<file path="config.mk">
export PLATFORM = sky130hd
export DESIGN_NAME = beta_step_ctrl
export DESIGN_NICKNAME = d
export VERILOG_FILES = /design/src/rtl/beta_step_ctrl.sv
export SDC_FILE = /design/constraint.sdc
export NUM_CORES = 1
export LEC_CHECK = 0
export ABC_AREA = 0
export BUFFER_PORTS_ARGS = -buffer_cell sky130_fd_sc_hd__clkbuf_2
export CORE_ASPECT_RATIO = 1.4
export CORE_MARGIN = 8
export CORE_UTILIZATION = 25
export DETAILED_ROUTE_END_ITERATION = 10
export HOLD_SLACK_MARGIN = 0.08
export SLEW_MARGIN = 20
export SYNTH_ARGS = -nofsm -noshare
export SYNTH_HDL_FRONTEND = slang
export SYNTH_SLANG_ARGS = --single-unit
</file>
<file path="constraint.sdc">
create_clock -name clk -period 2.9 [get_ports clk]
set_input_delay 0 -clock clk [delete_from_list [all_inputs] [get_ports clk]]
set_output_delay 0 -clock clk [all_outputs]
set_load 0.01 [all_outputs]
</file>
<file path="src/rtl/beta_step_ctrl.sv">
// rtl/beta_step_ctrl.sv - clock-enable scheduler for the Beta core: halt, single-step, free-run, burst
module beta_step_ctrl #(
    parameter int CNT_W       = 32,
    parameter int DEFAULT_DIV = 50000000,
    parameter int BURST_W     = 16
) (
    input  logic               clk,
    input  logic               rst,
    input  logic [1:0]         mode,
    input  logic               step_req,
    input  logic [CNT_W-1:0]   div_val,
    input  logic               div_load,
    input  logic [BURST_W-1:0] burst_len,
    input  logic               burst_start,
    output logic               cpu_en,
    output logic               slow_clk,
    output logic               busy,
    output logic               burst_done
);

    localparam logic [1:0] S_IDLE  = 2'd0;
    localparam logic [1:0] S_STEP  = 2'd1;
    localparam logic [1:0] S_RUN   = 2'd2;
    localparam logic [1:0] S_BURST = 2'd3;

    localparam logic [1:0] M_STEP  = 2'd1;
    localparam logic [1:0] M_RUN   = 2'd2;
    localparam logic [1:0] M_BURST = 2'd3;

    localparam logic [CNT_W-1:0]   DIV_INIT = CNT_W'(DEFAULT_DIV);
    localparam logic [CNT_W-1:0]   CNT_ONE  = CNT_W'(1);
    localparam logic [BURST_W-1:0] REM_ONE  = BURST_W'(1);

    logic [1:0]         state;
    logic [1:0]         state_nxt;
    logic [CNT_W-1:0]   div_reg;
    logic [CNT_W-1:0]   count;
    logic [BURST_W-1:0] remaining;
    logic [BURST_W-1:0] rem_nxt;
    logic               step_prev;
    logic               step_edge;
    logic               counting;
    logic               tick;
    logic               en_nxt;
    logic               done_nxt;
    logic               keep_counting;

    assign step_edge = step_req & ~step_prev;
    assign counting  = (state == S_RUN) || (state == S_BURST);
    // A divisor load restarts the period, so it masks a coincident terminal count.
    assign tick      = counting && !div_load && (count == div_reg - CNT_ONE);
    assign busy      = (state != S_IDLE);

    always_comb begin
        state_nxt = state;
        rem_nxt   = remaining;
        en_nxt    = 1'b0;
        done_nxt  = 1'b0;
        case (state)
            S_IDLE: begin
                if (mode == M_STEP && step_edge) begin
                    state_nxt = S_STEP;
                end else if (mode == M_RUN) begin
                    state_nxt = S_RUN;
                end else if (mode == M_BURST && burst_start) begin
                    if (burst_len == '0) begin
                        done_nxt = 1'b1;
                    end else begin
                        rem_nxt   = burst_len;
                        state_nxt = S_BURST;
                    end
                end
            end
            S_STEP: begin
                en_nxt    = 1'b1;
                state_nxt = S_IDLE;
            end
            S_RUN: begin
                if (mode != M_RUN) begin
                    state_nxt = S_IDLE;
                end else if (tick) begin
                    en_nxt = 1'b1;
                end
            end
            S_BURST: begin
                // Leaving burst mode aborts silently: no final enable, no done pulse.
                if (mode != M_BURST) begin
                    state_nxt = S_IDLE;
                end else if (tick) begin
                    en_nxt  = 1'b1;
                    rem_nxt = remaining - REM_ONE;
                    if (remaining == REM_ONE) begin
                        done_nxt  = 1'b1;
                        state_nxt = S_IDLE;
                    end
                end
            end
            default: state_nxt = S_IDLE;
        endcase
    end

    assign keep_counting = counting && ((state_nxt == S_RUN) || (state_nxt == S_BURST));

    always_ff @(posedge clk) begin
        if (rst) begin
            state      <= S_IDLE;
            div_reg    <= DIV_INIT;
            count      <= '0;
            remaining  <= '0;
            step_prev  <= 1'b0;
            cpu_en     <= 1'b0;
            slow_clk   <= 1'b0;
            burst_done <= 1'b0;
        end else begin
            state      <= state_nxt;
            remaining  <= rem_nxt;
            step_prev  <= step_req;
            cpu_en     <= en_nxt;
            slow_clk   <= slow_clk ^ en_nxt;
            burst_done <= done_nxt;
            if (div_load || tick || !keep_counting) begin
                count <= '0;
            end else begin
                count <= count + CNT_ONE;
            end
            if (div_load) begin
                div_reg <= (div_val == '0) ? CNT_ONE : div_val;
            end
        end
    end

endmodule

</file>
==> qor.csv <==
metric,value,unit
status,"finished, final reports clean",
TritonCTS clock tree,built,
CP top delay family,simple AND/OR/NAND/NOR gates,
max incr delay on CP,560,ps
Core Area,22370,um2
final setup margin,86.01,ps
DRC,0,
fin crit period,2814,ps
Area after DPL,6496,um2
Cell variety after synth,75,
H-tree levels,3,
main flop type after synthesis,dfxtp_1,
max_slew headroom,54.75,%
CP cell instances,buf_6 > or4_4 > nor3_4 > mux2i_2 > o22ai_2 > nor4_4 > and4_4 > buf_6 > o21ai_1 > a221oi_2,
Finished Cell Area,7500,um2
chip height,193.7,um
Leak,2.908,nW
RSZ-0062 raised after global routing,true,
root buf cell,clkbuf_16,
Layout Utilization,33.53,%
Post-synth EDFFs,0,
Clock Pin Slew Worst Setup and Hold Paths,70,ps
Crit path depth,10,
Initial Utilization,25.23,%
pre-CTS setup slack,-48.35,ps
Synth Warn #,0,
GPL Wtd Cong,0.8886,
Max-Cap Viols,0,
total track usage,12.26,%
WL/cell,15.17,um
Seq. cell area,1728,um2
syn_nets,750,
R2R depth,10,
First-pass DRT Iterations,5,
Most common cell on crit path,buf_6,
Max clock buf depth,2,
die area,27700,um2
WP data arrival,3080,ps
# setup viols final,0,
initial antenna violation count,0,
I/O Buffers,58,
fraction of registers with async set/reset,0,%
multi-input logic area,3831,um2
cell row count,65,
total gr overflow,0,
die width,143.0,um
slowest CP cell,or4_4,
vias in the first global route,5504,
CP max FO,8,
DRT antenna net count,0,
via density per instance,4.884,
worst skew pair latency,350,ps
ANT cells,0,
Post-Syn Instances,688,
Final Skew,9.460,ps
DRT Wirelength,17.07,mm
first-pass GRT wire length,27.30,mm
area grow syn2layout,32.93,%
final hold viol count,0,
period utilisation layout,97.03,%
P per Cell Area,423.4,nW/um2
post-synthesis area per instance,8.200,um2
Mapped Area,5642,um2
Worst Hold Class,primary input to register,
Crit path required time,3170,ps
VDD IR max,0.0002464,V
Critical Path Source Type,register,
Bufs and invs on worst path,2,
Initial DRC Count,264,
fin nets,882,
Yosys reg bits,86,
endpoint type of the worst setup path,register,
"commonest non-fill, non-tap cell in the layout",nor2_1,
sequential-to-total area share from yosys stat,30.52,%
largest net degree at the start of global routing,46,
CTS Buf Count,9,
Slew Limit Fails,0,
fillers,2276,
Worst-Margin Slew,672.5,ps
Fmax achieved,0.3554,GHz
Post-DP HPWL,12.91,mm
WHS Path Cells,4,
Vias,5494,
clk sinks,86,
most frequent cells in the layout,"nor2_1, dfxtp_1, clkbuf_2",
critical path type,register to register,
Boundary Pins,59,
share of cells above drive strength 1,23.42,%
-- cell usage after synthesis, types with 7 or more instances --
cell type,instances,share of area [%]
nor2_1,95,6.3
dfxtp_1,86,31
nand2_1,45,3.0
xnor2_1,37,5.7
xor2_1,37,5.7
mux2i_1,32,5.7
nor3_1,31,2.8
nor4_1,28,3.1
nand3_1,24,2.1
clkbuf_1,20,1.3
o21ai_0,19,1.7
inv_1,17,1.1
nor2b_1,15,1.7
a21oi_1,14,1.2
a211o_1,13,2.0
nand4_1,13,1.4
and3_1,8,0.89
o22ai_1,8,0.89
or4_1,8,1.1
a31oi_1,7,0.78
ha_1,7,1.6
nor3b_1,7,0.93
-- layer usage --
metal	GRT usage, %	share of wire [%]
met1	13.23	39
met2	22.18	52
met3	1.922	4.4
met4	6.556	3.8
met5	0	0
-- per-stage QoR --
stage               cells  hold WS, ps  setup TNS, ps  total power, mW
finish               1125        90.54              0            3.176
detailed placement   1053        228.8         -48.35            1.850
global placement     1053        224.1              0            1.847
floorplan             688        122.4         -11.19            1.653
CTS                  1117        83.63         -11.60            3.174
global route         1125        128.8         -78.44            3.310
-- power by group --
part           total (mW)  switching (mW)  internal, mW
Combinational       0.618           0.330         0.288
Clock                1.27           0.495         0.777
Sequential           1.29          0.0571          1.23
Total                3.18           0.882          2.29
-- cells by family after synthesis --
group,share of synthesized area (%)
AO/OA/AOI/OAI,13.35
XOR/XNOR,11.49
adder cells (fa/ha/maj),1.552
buffers and inverters,4.369
flip-flops,30.52
multiplexers,6.077
AND/OR/NAND/NOR,32.65
-- worst min-delay path: stages --
cell      delay [ps]
clkbuf_2          90
nand2_1           60
a21oi_1          120
a32o_1           120
-- path summary, 6_finish.rpt --
check                              startpoint  slack, ps            end
worst min-delay path            burst_len[13]         90  remaining[13]
worst min register to register  remaining[10]        480  remaining[10]
worst max-delay path               div_reg[7]         90   remaining[9]
worst max register to register     div_reg[7]         90   remaining[9]
-- timing repair --
| action | 4_1_cts | 5_1_grt |
|---|---|---|
| buffers inserted | 3 | 8 |
| pin swaps | 1 | 11 |
| resized for setup | 2 | 29 |
| endpoints found under the hold margin | 43 | 0 |
| hold buffers | 46 | 0 |
| setup endpoints to repair | 3 | 48 |
-- cell type report --
class | instances | share of cell area, %
Tap cell | 301 | 5.022
Sequential cell | 86 | 23.04
Multi-Input combinational cell | 548 | 51.08
Inverter | 18 | 0.9343
Timing Repair Buffer | 157 | 15.63
Clock buffer | 10 | 3.187
Clock inverter | 5 | 1.101
Note: power is estimated with default switching activity, not from simulation.
